--- src/rtl/hex2ascii_tx.sv ---
// -----------------------------------------------------------------------------
// hex2ascii_tx
//   Serialises a captured binary word into ASCII hex characters, MS nibble
//   first, for a byte-wide UART transmitter. A word is captured only while
//   idle. Each character is a single-cycle dout_vld pulse paced by tx_rdy,
//   with a mandatory one-cycle gap between pulses.
//
//   Optional feature macro: HEX2ASCII_CRLF_EN
//     defined   -> every word is followed by 0x0D, 0x0A
//     undefined -> exactly NIBBLES characters per word
//
// Parameters
//   NIBBLES  hex digits per word (din is 4*NIBBLES bits)
//   UPCASE   1: 'A'..'F', 0: 'a'..'f'
// Ports
//   clk       system clock
//   rst_n     asynchronous active-low reset
//   din       word to transmit
//   din_vld   din valid, honoured only when busy==0
//   busy      word in progress
//   tx_rdy    transmitter can accept a byte
//   dout      ASCII character (registered, holds between pulses)
//   dout_vld  one-cycle pulse qualifying dout
// -----------------------------------------------------------------------------
module hex2ascii_tx #(
  parameter int NIBBLES = 4,
  parameter bit UPCASE  = 1'b1
) (
  input  logic                 clk,
  input  logic                 rst_n,
  input  logic [4*NIBBLES-1:0] din,
  input  logic                 din_vld,
  output logic                 busy,
  input  logic                 tx_rdy,
  output logic [7:0]           dout,
  output logic                 dout_vld
);

  localparam int W  = 4 * NIBBLES;
  localparam int CW = (NIBBLES > 1) ? $clog2(NIBBLES) : 1;

  typedef enum logic [1:0] {
    S_IDLE = 2'd0,
    S_SEND = 2'd1
`ifdef HEX2ASCII_CRLF_EN
    ,
    S_CR   = 2'd2,
    S_LF   = 2'd3
`endif
  } state_e;

  state_e         state_q, state_d;
  logic [W-1:0]   shift_q, shift_d;
  logic [CW-1:0]  cnt_q, cnt_d;
  logic [7:0]     dout_q, dout_d;
  logic           dout_vld_q, dout_vld_d;
  logic           issue;

  function automatic logic [7:0] nib2asc(input logic [3:0] n);
    if (n < 4'd10) return 8'h30 + {4'h0, n};
    else           return (UPCASE ? 8'h37 : 8'h57) + {4'h0, n};
  endfunction

  // Gating on !dout_vld_q forces a dead cycle after every pulse, so a
  // transmitter that drops tx_rdy one cycle late never sees a byte twice.
  assign issue = (state_q != S_IDLE) && tx_rdy && !dout_vld_q;

  // State register + datapath registers
  always_ff @(posedge clk or negedge rst_n) begin
    if (!rst_n) begin
      state_q    <= S_IDLE;
      shift_q    <= '0;
      cnt_q      <= '0;
      dout_q     <= 8'h00;
      dout_vld_q <= 1'b0;
    end else begin
      state_q    <= state_d;
      shift_q    <= shift_d;
      cnt_q      <= cnt_d;
      dout_q     <= dout_d;
      dout_vld_q <= dout_vld_d;
    end
  end

  // Next-state logic
  always_comb begin
    state_d = state_q;
    case (state_q)
      S_IDLE: if (din_vld) state_d = S_SEND;
      S_SEND: begin
        if (issue && cnt_q == '0) begin
`ifdef HEX2ASCII_CRLF_EN
          state_d = S_CR;
`else
          state_d = S_IDLE;
`endif
        end
      end
`ifdef HEX2ASCII_CRLF_EN
      S_CR:   if (issue) state_d = S_LF;
      S_LF:   if (issue) state_d = S_IDLE;
`endif
      default: state_d = S_IDLE;
    endcase
  end

  // Datapath next values
  always_comb begin
    shift_d    = shift_q;
    cnt_d      = cnt_q;
    dout_d     = dout_q;
    dout_vld_d = issue;
    if (state_q == S_IDLE && din_vld) begin
      shift_d = din;
      cnt_d   = CW'(NIBBLES - 1);
    end
    if (issue) begin
      case (state_q)
        S_SEND: begin
          dout_d  = nib2asc(shift_q[W-1 -: 4]);
          shift_d = shift_q << 4;
          if (cnt_q != '0) cnt_d = cnt_q - CW'(1);
        end
`ifdef HEX2ASCII_CRLF_EN
        S_CR:    dout_d = 8'h0D;
        S_LF:    dout_d = 8'h0A;
`endif
        default: dout_d = dout_q;
      endcase
    end
  end

  // Outputs
  always_comb begin
    busy     = (state_q != S_IDLE);
    dout     = dout_q;
    dout_vld = dout_vld_q;
  end

endmodule
--- config.mk ---
export PLATFORM = sky130hd
export DESIGN_NAME = hex2ascii_tx
export DESIGN_NICKNAME = d
export VERILOG_FILES = /design/src/rtl/hex2ascii_tx.sv
export SDC_FILE = /design/constraint.sdc
export NUM_CORES = 1
export LEC_CHECK = 0
export BUFFER_PORTS_ARGS = -buffer_cell sky130_fd_sc_hd__buf_2
export CORE_MARGIN = 2
export CORE_UTILIZATION = 52
export DETAILED_ROUTE_END_ITERATION = 16
export PLACE_DENSITY = 0.78
export SLEW_MARGIN = 20
export SYNTH_ARGS = -nofsm -noshare
export SYNTH_HDL_FRONTEND = slang
export SYNTH_SLANG_ARGS = --single-unit
--- constraint.sdc ---
create_clock -name clk -period 1.3 [get_ports clk]
set_input_delay 0.13 -clock clk [delete_from_list [all_inputs] [get_ports clk]]
set_output_delay 0.13 -clock clk [all_outputs]
set_load 0.02 [all_outputs]
==> impl_summary.md, run 1 <==
Logic synthesis
The share of the synthesized area in the top cell type is 0.545. For this run, the register share of the synthesized area comes to 0.545. In the synthesized netlist the async set-or-reset flop fraction comes to 1.00. The Yosys step of the flow raised 0 warnings.

The instance count of the mapped netlist is ~120. The library cell with the largest summed area after synthesis is dfrtp_1. The number of nets produced by synthesis is 140. The number of unique standard cell types used by synthesis is 28. In the synthesized netlist the dominant register cell turns out to be dfrtp_1. The number of flip-flops and latches in the synthesized netlist is 27. The mean area per synthesized cell is 10.4 µm². The mapped cell area is 0.00124 mm².

The number of enable-type register cells in the synthesized netlist is 0. Sorting the synthesized cells by area gives the leading types as dfrtp_1 55%, mux2i_1 9.7%, nand2_1 9.1%.

Placement
Summing all placed instances gives a cell area of approximately 0.0014 mm². The weighted congestion at the end of routability-driven global placement is ~0.71. The half-perimeter wire length of the detailed placement result is 1540 µm. The number of I/O port buffers is 28. Including well taps, the total number of placed cells is around 170.

Routing
Using the TritonRoute via totals, the vias-per-cell ratio works out to roughly 5. Before antenna repair, the detailed router went through 4 iterations. The post-detailed-route count of antenna-violating nets is 0. Across all layers, the routed design uses 906 vias. The first routing iteration left 6 violations. The number of remaining DRC errors is 0.

The aggregate routed wire length is about 2200 µm. Dividing the detail-routed wire length by the instance count gives between 10 and 15 µm.

Layout
The area used by multi-input combinational logic is 482 µm². The post-route standard cell area excluding fillers is around 0.0015 mm². The synthesis-to-finish area growth is 19.5%. Summing all flip-flop and latch instances after layout gives between 600 and 700 µm². Excluding fillers, the count of instances in the completed layout stands at roughly 180. The final net count is 176. The layout has roughly 190 filler cells. 0 antenna diodes ended up in the layout. Of the cells placed in the final design, the portion with a size suffix greater than 1 is 0.260.

GRT
The aggregate global-route resource usage is 0.184. The pin count of the biggest net entering global routing is 28. The first global-routing pass estimated approximately 3500 µm of wire.

The remaining global-route overflow is 0. The initial antenna violation count is 0. The via count of the first global-routing pass is 840.

Clock network
In this run the number of H-tree levels came out at 1. For the worst-skew pair, the clock arrives at the later sink with an insertion delay of between 300 and 400 ps. TritonCTS created 3 clock buffers. Clock-pin slew was measured on the worst setup and hold paths at 140 ps.

For this design, the sink count on the clock tree is 27. In this run the clock root is driven by a clkbuf_4. The buffer depth of the longest clock path is 2. TritonCTS built the clock tree.

STA
The max-slew headroom at the worst pin is 0.603. Across the routed clock network, the largest skew measured is 1.92 ps. In the finished design, the share of the clock period the worst path needs comes to 0.947.

The shortest period the worst path allows is around 1200 ps. The transition time at the pin with the least slew margin is about 600 ps. Setup repair after global routing left no endpoint under its margin. The final setup violation count is 0.

The final hold violation count is 0. The total negative slack is 0 ps. The number of max-slew violations in the final report was 0. Static timing analysis puts the maximum clock frequency at about 0.81 GHz.

Power
The power per unit of standard cell area is between 1500 and 2000 mW/mm². Across the VDD grid, the largest voltage drop is 1370 µV. After layout, the design draws a total of between 2000 and 3000 µW. For this design the static power due to leakage is approximately 0.00069 µW.

Worst setup path
STA classifies the critical path startpoint as a flop. The data arrival time of the critical path is between 1000 and 1500 ps. The worst setup path is of the flop to flop kind. STA classifies the critical path endpoint as a flop. The required time of the critical path is between 1500 and 2000 ps. Of all nets on the critical path, the largest fanout is 22.

Die
The total die area is ~0.0028 mm². The horizontal die dimension is ~53 µm. The y dimension of the die is about 53 µm. The starting density of the core is 0.555. The core region is 0.00223 mm². The number of top-level pins is 30.

Row generation in the floorplan step produced 17 rows.

Run status
The run finished with clean final reports.

Job
The max-capacitance violation count is 0.

Min path
In this run the worst hold path is classified as input port to flop.
## cells by family (layout without fill, tap and decap cells)
| logic type | after synthesis | count (layout) | synth area share |
|---|---|---|---|
| other cells | 1 | 1 | 0.00303 |
| buf+inv | 11 | 46 | 0.0657 |
| xor+xnor | 1 | 1 | 0.00707 |
| simple gates | 37 | 37 | 0.139 |
| compound gates | 29 | 29 | 0.132 |
| fa+ha+maj | 1 | 1 | 0.0101 |
| mux | 12 | 12 | 0.0970 |
| flops | 27 | 27 | 0.545 |
## flip-flops by register name, summed over array words and instances (netlist names)
signal,flops
shift_q,16
dout,7
dout_vld,1
state_q,1
cnt_q,2
## Yosys cell counts, drive strengths merged, types with 2 or more instances
| cell type | instances |
|---|---|
| o21ai | 20 |
| buf | 8 |
| nor2b | 2 |
| inv | 3 |
| a21oi | 3 |
| dfrtp | 27 |
| mux2i | 12 |
| nand2 | 30 |
## final cells by class
class	instances	area share
inverter	3	0.00930
clock buffer	4	0.0178
tap	28	0.0237
sequential	27	0.456
timing repair buffer	39	0.167
multi-input combinational	81	0.325
## cell usage in the layout, fill, tap and decap left out, types with 2 or more instances in the layout
master / n
nand2_1: 30
buf_2: 28
dfrtp_1: 27
mux2i_1: 12
o21ai_1: 12
o21ai_0: 8
dlygate4sd3_1: 5
buf_4: 5
a21oi_1: 3
clkbuf_4: 3
inv_1: 2
## metrics by stage
step	hold WS, ps	util	setup slack, ps
2_1_floorplan	-166	-	66.2
3_3_place_gp	159	0.627	130
3_5_place_dp	174	0.627	48.5
4_1_cts	38.3	0.662	38.9
5_1_grt	38.1	0.663	5.11
6_report	43.7	0.663	69.4
## repair_timing
item | 4_1_cts | 5_1_grt
endpoints found under the hold margin | 31 | 0
setup endpoints to repair | 0 | 2
gates resized for setup | 0 | 1
hold buffers | 5 | 0
buffers inserted | 0 | 0
## per-layer routing
metal	global-route usage	vias to the layer above	share of wire
met3	0.0371	4	0.032
met1	0.204	419	0.44
met5	0	-	0
met2	0.310	16	0.50
li1	-	467	-
met4	0.128	0	0.027
## worst max-delay path, cell delays in order, from the launching register on
cell and delay [ps]:
dfrtp_1 460, nor2b_2 170, buf_12 190, mux2i_1 200, o21ai_0 100
## final timing paths
path                       startpoint          end  slack, ps  depth (start not counted)
min reg2reg                   dout[6]      dout[6]        490                          2
min in group asynchronous       rst_n      dout[6]        330                          2
min                           din_vld   state_q[0]         40                          2
max                        state_q[0]  shift_q[15]         70                          4
max reg2reg                state_q[0]  shift_q[15]         70                          4
max in group asynchronous       rst_n   shift_q[4]        590                          2
## power by group
part           switching [µW]  total [µW]  internal [µW]
sequential                207        1370           1160
clock                     246         366            120
combinational             666        1190            527
total                    1120        2930           1810
(Power assumes the default switching activity.)
==> run 2: changes to the inputs <==
--- a/config.mk
+++ b/config.mk
@@ -7,9 +7,10 @@
 export LEC_CHECK = 0
 export BUFFER_PORTS_ARGS = -buffer_cell sky130_fd_sc_hd__buf_2
 export CORE_MARGIN = 2
-export CORE_UTILIZATION = 52
+export CORE_UTILIZATION = 54
+export CTS_BUF_LIST = sky130_fd_sc_hd__clkbuf_4 sky130_fd_sc_hd__clkbuf_8
 export DETAILED_ROUTE_END_ITERATION = 16
-export PLACE_DENSITY = 0.78
+export PLACE_DENSITY = 0.8
 export SLEW_MARGIN = 20
 export SYNTH_ARGS = -nofsm -noshare
 export SYNTH_HDL_FRONTEND = slang
==> impl_summary.md, run 2 (synthesized netlist as in run 1, its figures left out) <==
Die
The number of top-level pins is 30 (unchanged). The y dimension of the die came to 51.9 µm (was 52.8 µm). The total die area came to 0.00269 mm² (was 0.00279 mm²). The horizontal die dimension came to 51.9 µm (was 52.8 µm).

The area of the core is 0.00219 mm² (was 0.00223 mm²). The starting density of the core is 0.565 (was 0.555). The number of placement rows is 17 (unchanged).

Job
The max-capacitance violation count is 0 (unchanged).

STA
The transition time at the pin with the least slew margin is 585 ps (was 596 ps). The final setup violation count is 0 (unchanged). The total negative slack is 0 ps (unchanged). The clock tree skew after final layout is 8.58 ps (was 1.92 ps). Setup repair after global routing missed its margin: no (unchanged). The highest clock rate came to 0.803 GHz (was 0.813 GHz). The final hold violation count is 0 (unchanged).

The post-route clock period utilization is 0.957 (was 0.947). The max-slew headroom at the worst pin is 0.610 (was 0.603). The number of max-slew violations in the final report is 0 (unchanged). The shortest period the worst path allows was 1240 ps (was 1230 ps).

Worst setup path
The top fanout value on the critical path is 11 (was 22). The launching element type of the critical path is a flop (unchanged). The required time of the critical path is 1510 ps (was 1520 ps). The data arrival time of the critical path is 1450 ps (about the same).

The kind of capture point of the worst setup path is a flop (unchanged). The type of the worst setup path is flop to flop (unchanged).

Routing
The number of remaining DRC errors is 0 (unchanged). The total number of vias is 962 (was 906). The aggregate routed wire length is 2360 µm (was 2180 µm). The post-detailed-route count of antenna-violating nets came to 0 (unchanged).

The first-pass iteration count of the detailed router came to 4 (unchanged). The routed length per placed instance came to 13.0 µm (was 12.0 µm). The first-iteration detailed-routing DRC count is 7 (was 6).

The vias per cell is 5.29 (was 4.98).

GRT
The pin count of the biggest net entering global routing was 28 (unchanged). The first-pass GRT wire length is 3950 µm (was 3540 µm). The initial antenna violation count is 0 (unchanged). The via count of the first global-routing pass is 899 (was 840). The remaining global-route overflow came to 0 (unchanged). The aggregate global-route resource usage is 0.199 (was 0.184).

Min path
The worst hold path class was input port to flop (unchanged).

Placement
The number of I/O port buffers is 28 (unchanged). The half-perimeter wire length of the detailed placement result is 1680 µm (was 1540 µm). The weighted congestion at the end of routability-driven global placement is 0.741 (was 0.711).

Layout
The count of filler cells inserted in the layout is 179 (was 189). The number of antenna repair diodes is 0 (unchanged). Top library cells by usage in the layout, fill and taps aside: 30 x nand2_1, 28 x buf_2, 26 x dfrtp_1, 12 x mux2i_1, 12 x o21ai_1 (was 30 x nand2_1, 28 x buf_2, 27 x dfrtp_1, 12 x mux2i_1, 12 x o21ai_1). The storage element area is 677 µm² (was 676 µm²). The synthesis-to-finish area growth is 22.5% (was 19.5%). The flip-flop count of the largest register, all copies and words added was 16 (unchanged). The most frequent standard cell in the layout excluding fill and tap cells is nand2_1 (unchanged). The area used by multi-input combinational logic came to 487 µm² (was 482 µm²). The fraction of layout instances using a drive strength above 1 is 0.279 (was 0.260). The final net count came to 176 (unchanged). The largest register by flop count is shift_q (unchanged).

Power
The logic gate share of total power came to 0.424 (was 0.408). The fraction of power consumed by sequential logic came to 0.454 (was 0.467). The power per unit of standard cell area is 2010 mW/mm² (was 1980 mW/mm²). The largest voltage drop on the vdd net was 1200 µV (was 1370 µV).

The clock group share of total power was 0.122 (was 0.125). The total power draw is 3050 µW (was 2930 µW). The proportion of total power due to net switching is 0.386 (was 0.382). The internal power is 1870 µW (was 1810 µW).

The net load switching power is 1180 µW (was 1120 µW). The leakage dissipation came to 0.000703 µW (was 0.000691 µW).

Run status
Run status: complete, no violations (unchanged).

Clock network
The maximum level of the CTS H-tree is 1 (unchanged). The register clock-pin slew on the reported worst setup and hold paths is 150 ps (was 140 ps). The cell at the root of the clock tree is clkbuf_4 (unchanged). The clock buffer count from CTS came to 3 (unchanged). The insertion delay of the later-clocked pin in the worst-skew pair is 330 ps (was 320 ps). The buffer depth of the longest clock path is 2 (unchanged). The number of clock sinks was 27 (unchanged). The TritonCTS clock tree is done (unchanged).
## run 2: cell type report
cell class | instances | area share
Multi-Input combinational cell | 81 | 0.321
Sequential cell | 27 | 0.446
Tap cell | 28 | 0.0231
Clock buffer | 3 | 0.0148
Inverter | 3 | 0.00907
Timing Repair Buffer | 39 | 0.181
Clock inverter | 1 | 0.00495
## run 2: through the flow
| step | instance area [µm²] | worst slack (ps) | utilization | hold slack [ps] | instances |
|---|---|---|---|---|---|
| CTS | 1480 | 28.3 | 0.674 | 4.60 | 180 |
| floorplan | 1240 | 66.2 | - | -166 | 119 |
| global route | 1520 | 9.55 | 0.693 | 18.0 | 182 |
| detailed placement | 1410 | 53.9 | 0.642 | 169 | 172 |
| global placement | 1410 | 126 | 0.642 | 160 | 172 |
| finish | 1520 | 55.3 | 0.693 | 16.5 | 182 |
## run 2: what timing repair did
| item | CTS | global route |
|---|---|---|
| endpoints found under the hold margin | 30 | 0 |
| hold buffers | 4 | 0 |
| buffers inserted | 0 | 1 |
| setup endpoints to repair | 0 | 3 |
| gates resized for setup | 0 | 3 |
## run 2: per-layer routing
layer,track usage,routed length (µm),vias to the layer above
li1,-,-,471
met1,0.251,1010,469
met2,0.335,1260,20
met3,0.0374,78,2
met4,0.0789,16,0
met5,0,0,-
## run 2: worst max-delay path: stages (launching register included)
cell and delay (ps):
dfrtp_2 470, nor2b_4 190, buf_12 170, mux2i_1 190, o21ai_0 110
## run 2: path summary, 6_finish.rpt
| kind | startpoint | slack, ps | depth (start not counted) | endpoint |
|---|---|---|---|---|
| min | din[3] | 20 | 3 | shift_q[3] |
| min reg2reg | dout[5] | 490 | 2 | dout[5] |
| max | state_q[0] | 60 | 4 | shift_q[4] |
| max in group asynchronous | rst_n | 570 | 2 | state_q[0] |
| min in group asynchronous | rst_n | 310 | 2 | dout[3] |
| max reg2reg | state_q[0] | 60 | 4 | shift_q[4] |
## run 2: power by group through the flow
stage               logic [µW]  clock network [µW]  registers [µW]
detailed placement        1220                   0            1400
finish                    1290                 371            1380
global route              1440                 409            1430
global placement          1170                   0            1380
floorplan                  735                   0            1510
CTS                       1240                 392            1380
==> run 3: changes to the inputs <==
--- a/config.mk
+++ b/config.mk
@@ -7,10 +7,10 @@
 export LEC_CHECK = 0
 export BUFFER_PORTS_ARGS = -buffer_cell sky130_fd_sc_hd__buf_2
 export CORE_MARGIN = 2
-export CORE_UTILIZATION = 54
+export CORE_UTILIZATION = 58
 export CTS_BUF_LIST = sky130_fd_sc_hd__clkbuf_4 sky130_fd_sc_hd__clkbuf_8
 export DETAILED_ROUTE_END_ITERATION = 16
-export PLACE_DENSITY = 0.8
+export PLACE_DENSITY = 0.86
 export SLEW_MARGIN = 20
 export SYNTH_ARGS = -nofsm -noshare
 export SYNTH_HDL_FRONTEND = slang
==> constraint.sdc (replaced) <==
create_clock -name clk -period 1.5 [get_ports clk]
set_input_delay 0.15 -clock clk [delete_from_list [all_inputs] [get_ports clk]]
set_output_delay 0.15 -clock clk [all_outputs]
set_load 0.02 [all_outputs]
==> impl_summary.md, run 3 (synthesized netlist as in run 1, its figures left out) <==
Run status
Run status: complete, no violations (unchanged).

Clock network
The cell at the root of the clock tree is clkbuf_4 (unchanged). The total of cells resized after clock tree synthesis is 0 (unchanged). The register clock-pin slew on the reported worst setup and hold paths came to 150 ps (about the same). The maximum level of the CTS H-tree is 1 (unchanged). The number of clock sinks is 27 (unchanged). The TritonCTS clock tree is done (unchanged). The buffer depth of the longest clock path came to 2 (unchanged). The clock buffer count from CTS came to 3 (unchanged). The insertion delay of the later-clocked pin in the worst-skew pair is 330 ps (about the same).

Worst setup path
The type of the worst setup path was flop to flop (unchanged). The launching element type of the critical path is a flop (unchanged). The kind of capture point of the worst setup path is a flop (unchanged).

The required time of the critical path is 1720 ps (was 1510 ps). The data arrival time of the critical path came to 1490 ps (was 1450 ps). The top fanout value on the critical path is 22 (was 11).

GRT
The first-pass GRT wire length is 3730 µm (was 3950 µm). The pin count of the biggest net entering global routing is 28 (unchanged). The via count of the first global-routing pass is 908 (was 899). The initial antenna violation count is 0 (unchanged).

The remaining global-route overflow was 0 (unchanged). The aggregate global-route resource usage is 0.196 (was 0.199).

Placement
The number of I/O port buffers was 28 (unchanged). The placed instance area came to 0.00138 mm² (was 0.00141 mm²). The weighted congestion at the end of routability-driven global placement is 0.707 (was 0.741). The number of placed cells counting well taps was 169 (was 172). The half-perimeter wire length of the detailed placement result is 1620 µm (was 1680 µm).

STA
The clock tree skew after final layout was 8.29 ps (was 8.58 ps). The final setup violation count is 0 (unchanged). The total negative slack is 0 ps (unchanged).

The number of max-slew violations in the final report is 0 (unchanged). Setup repair after global routing missed its margin: no (unchanged). The post-route clock period utilization was 0.846 (was 0.957). The final hold violation count is 0 (unchanged). The shortest period the worst path allows was 1270 ps (was 1240 ps). The transition time at the pin with the least slew margin is 575 ps (was 585 ps). The highest clock rate is 0.788 GHz (was 0.803 GHz). The max-slew headroom at the worst pin is 0.617 (was 0.610).

Die
The horizontal die dimension is 50.2 µm (was 51.9 µm). The number of top-level pins is 30 (unchanged). The number of placement rows is 16 (was 17). The area of the core is 0.00198 mm² (was 0.00219 mm²). The y dimension of the die is 50.2 µm (was 51.9 µm). The total die area is 0.00252 mm² (was 0.00269 mm²). The starting density of the core is 0.625 (was 0.565).

Power
The net load switching power is 983 µW (was 1180 µW). The power per unit of standard cell area was 1770 mW/mm² (was 2010 mW/mm²). The clock group share of total power came to 0.128 (was 0.122). The total power draw is 2510 µW (was 3050 µW). The proportion of total power due to net switching came to 0.392 (was 0.386). The logic gate share of total power is 0.390 (was 0.424). The leakage dissipation came to 0.000659 µW (was 0.000703 µW).

The largest voltage drop on the vdd net was 1190 µV (was 1200 µV). The internal power is 1520 µW (was 1870 µW). The fraction of power consumed by sequential logic is 0.482 (was 0.454).

Routing
The aggregate routed wire length was 2230 µm (was 2360 µm). The first-iteration detailed-routing DRC count is 15 (was 7). The total number of vias is 900 (was 962). The routed length per placed instance came to 12.8 µm (was 13.0 µm).

The vias per cell is 5.17 (was 5.29). The number of remaining DRC errors came to 0 (unchanged). The post-detailed-route count of antenna-violating nets is 0 (unchanged). The first-pass iteration count of the detailed router is 4 (unchanged).

Layout
The count of filler cells inserted in the layout came to 142 (was 179). The number of antenna repair diodes was 0 (unchanged). The post-route standard cell area excluding fillers came to 0.00142 mm² (was 0.00152 mm²).

The core occupancy in the finished layout is 0.715 (was 0.693). The largest register by flop count is shift_q (unchanged). The most frequent standard cell in the layout excluding fill and tap cells is nand2_1 (unchanged). The storage element area is 676 µm² (was 677 µm²). The area used by multi-input combinational logic is 482 µm² (was 487 µm²). The synthesis-to-finish area growth is 14.4% (was 22.5%).

Top library cells by usage in the layout, fill and taps aside: 30 x nand2_1, 28 x buf_2, 27 x dfrtp_1, 12 x mux2i_1, 12 x o21ai_1 (was 30 x nand2_1, 28 x buf_2, 26 x dfrtp_1, 12 x mux2i_1, 12 x o21ai_1). The final net count is 169 (was 176). The fraction of layout instances using a drive strength above 1 is 0.259 (was 0.279).

The flip-flop count of the largest register, all copies and words added is 16 (unchanged). The final cell count without fillers was 174 (was 182).

Job
The max-capacitance violation count was 0 (unchanged).

Min path
The worst hold path class is input port to flop (unchanged).
## run 3: worst paths after layout
kind	from	end	slack (ps)	cells after the start
worst max-delay path	state_q[0]	shift_q[8]	230	4
worst min-delay path	din[0]	shift_q[0]	8	3
worst max register to register	state_q[0]	shift_q[8]	230	4
worst min register to register	dout[3]	dout[3]	490	2
max in group asynchronous	rst_n	shift_q[1]	790	2
min in group asynchronous	rst_n	dout[3]	330	2
## run 3: repair_timing
item	4_1_cts	5_1_grt
hold buffers	1	0
buffers inserted	0	0
endpoints found under the hold margin	27	0
## run 3: worst max-delay path, cell delays in order, from the launching register on
cell,delay (ps)
dfrtp_1,470
nor2b_2,190
buf_12,190
mux2i_1,230
o21ai_1,80
## run 3: per-stage QoR
stage	setup slack (ps)	hold slack, ps
floorplan	266	-146
global placement	319	182
detailed placement	265	181
CTS	244	12.9
global route	136	13.1
finish	230	8.27
## run 3: power groups by stage
stage | Clock [µW] | Combinational [µW] | Sequential, µW
finish | 320 | 978 | 1210
global route | 359 | 1100 | 1240
CTS | 327 | 993 | 1200
detailed placement | 0 | 990 | 1220
global placement | 0 | 948 | 1200
floorplan | 0 | 637 | 1310
## run 3: layer usage
| metal | vias up | track usage | part of all wire |
|---|---|---|---|
| met5 | - | 0 | 0 |
| met4 | 0 | 0.0694 | 0 |
| met3 | 0 | 0.0357 | 0.033 |
| met2 | 16 | 0.346 | 0.51 |
| met1 | 426 | 0.237 | 0.46 |
| li1 | 458 | - | - |
## run 3: layout make-up
type,instances,area share
sequential,27,0.477
multi-input combinational,81,0.340
clock inverter,1,0.00530
inverter,3,0.00794
tap,27,0.0238
clock buffer,3,0.0159
timing repair buffer,32,0.131
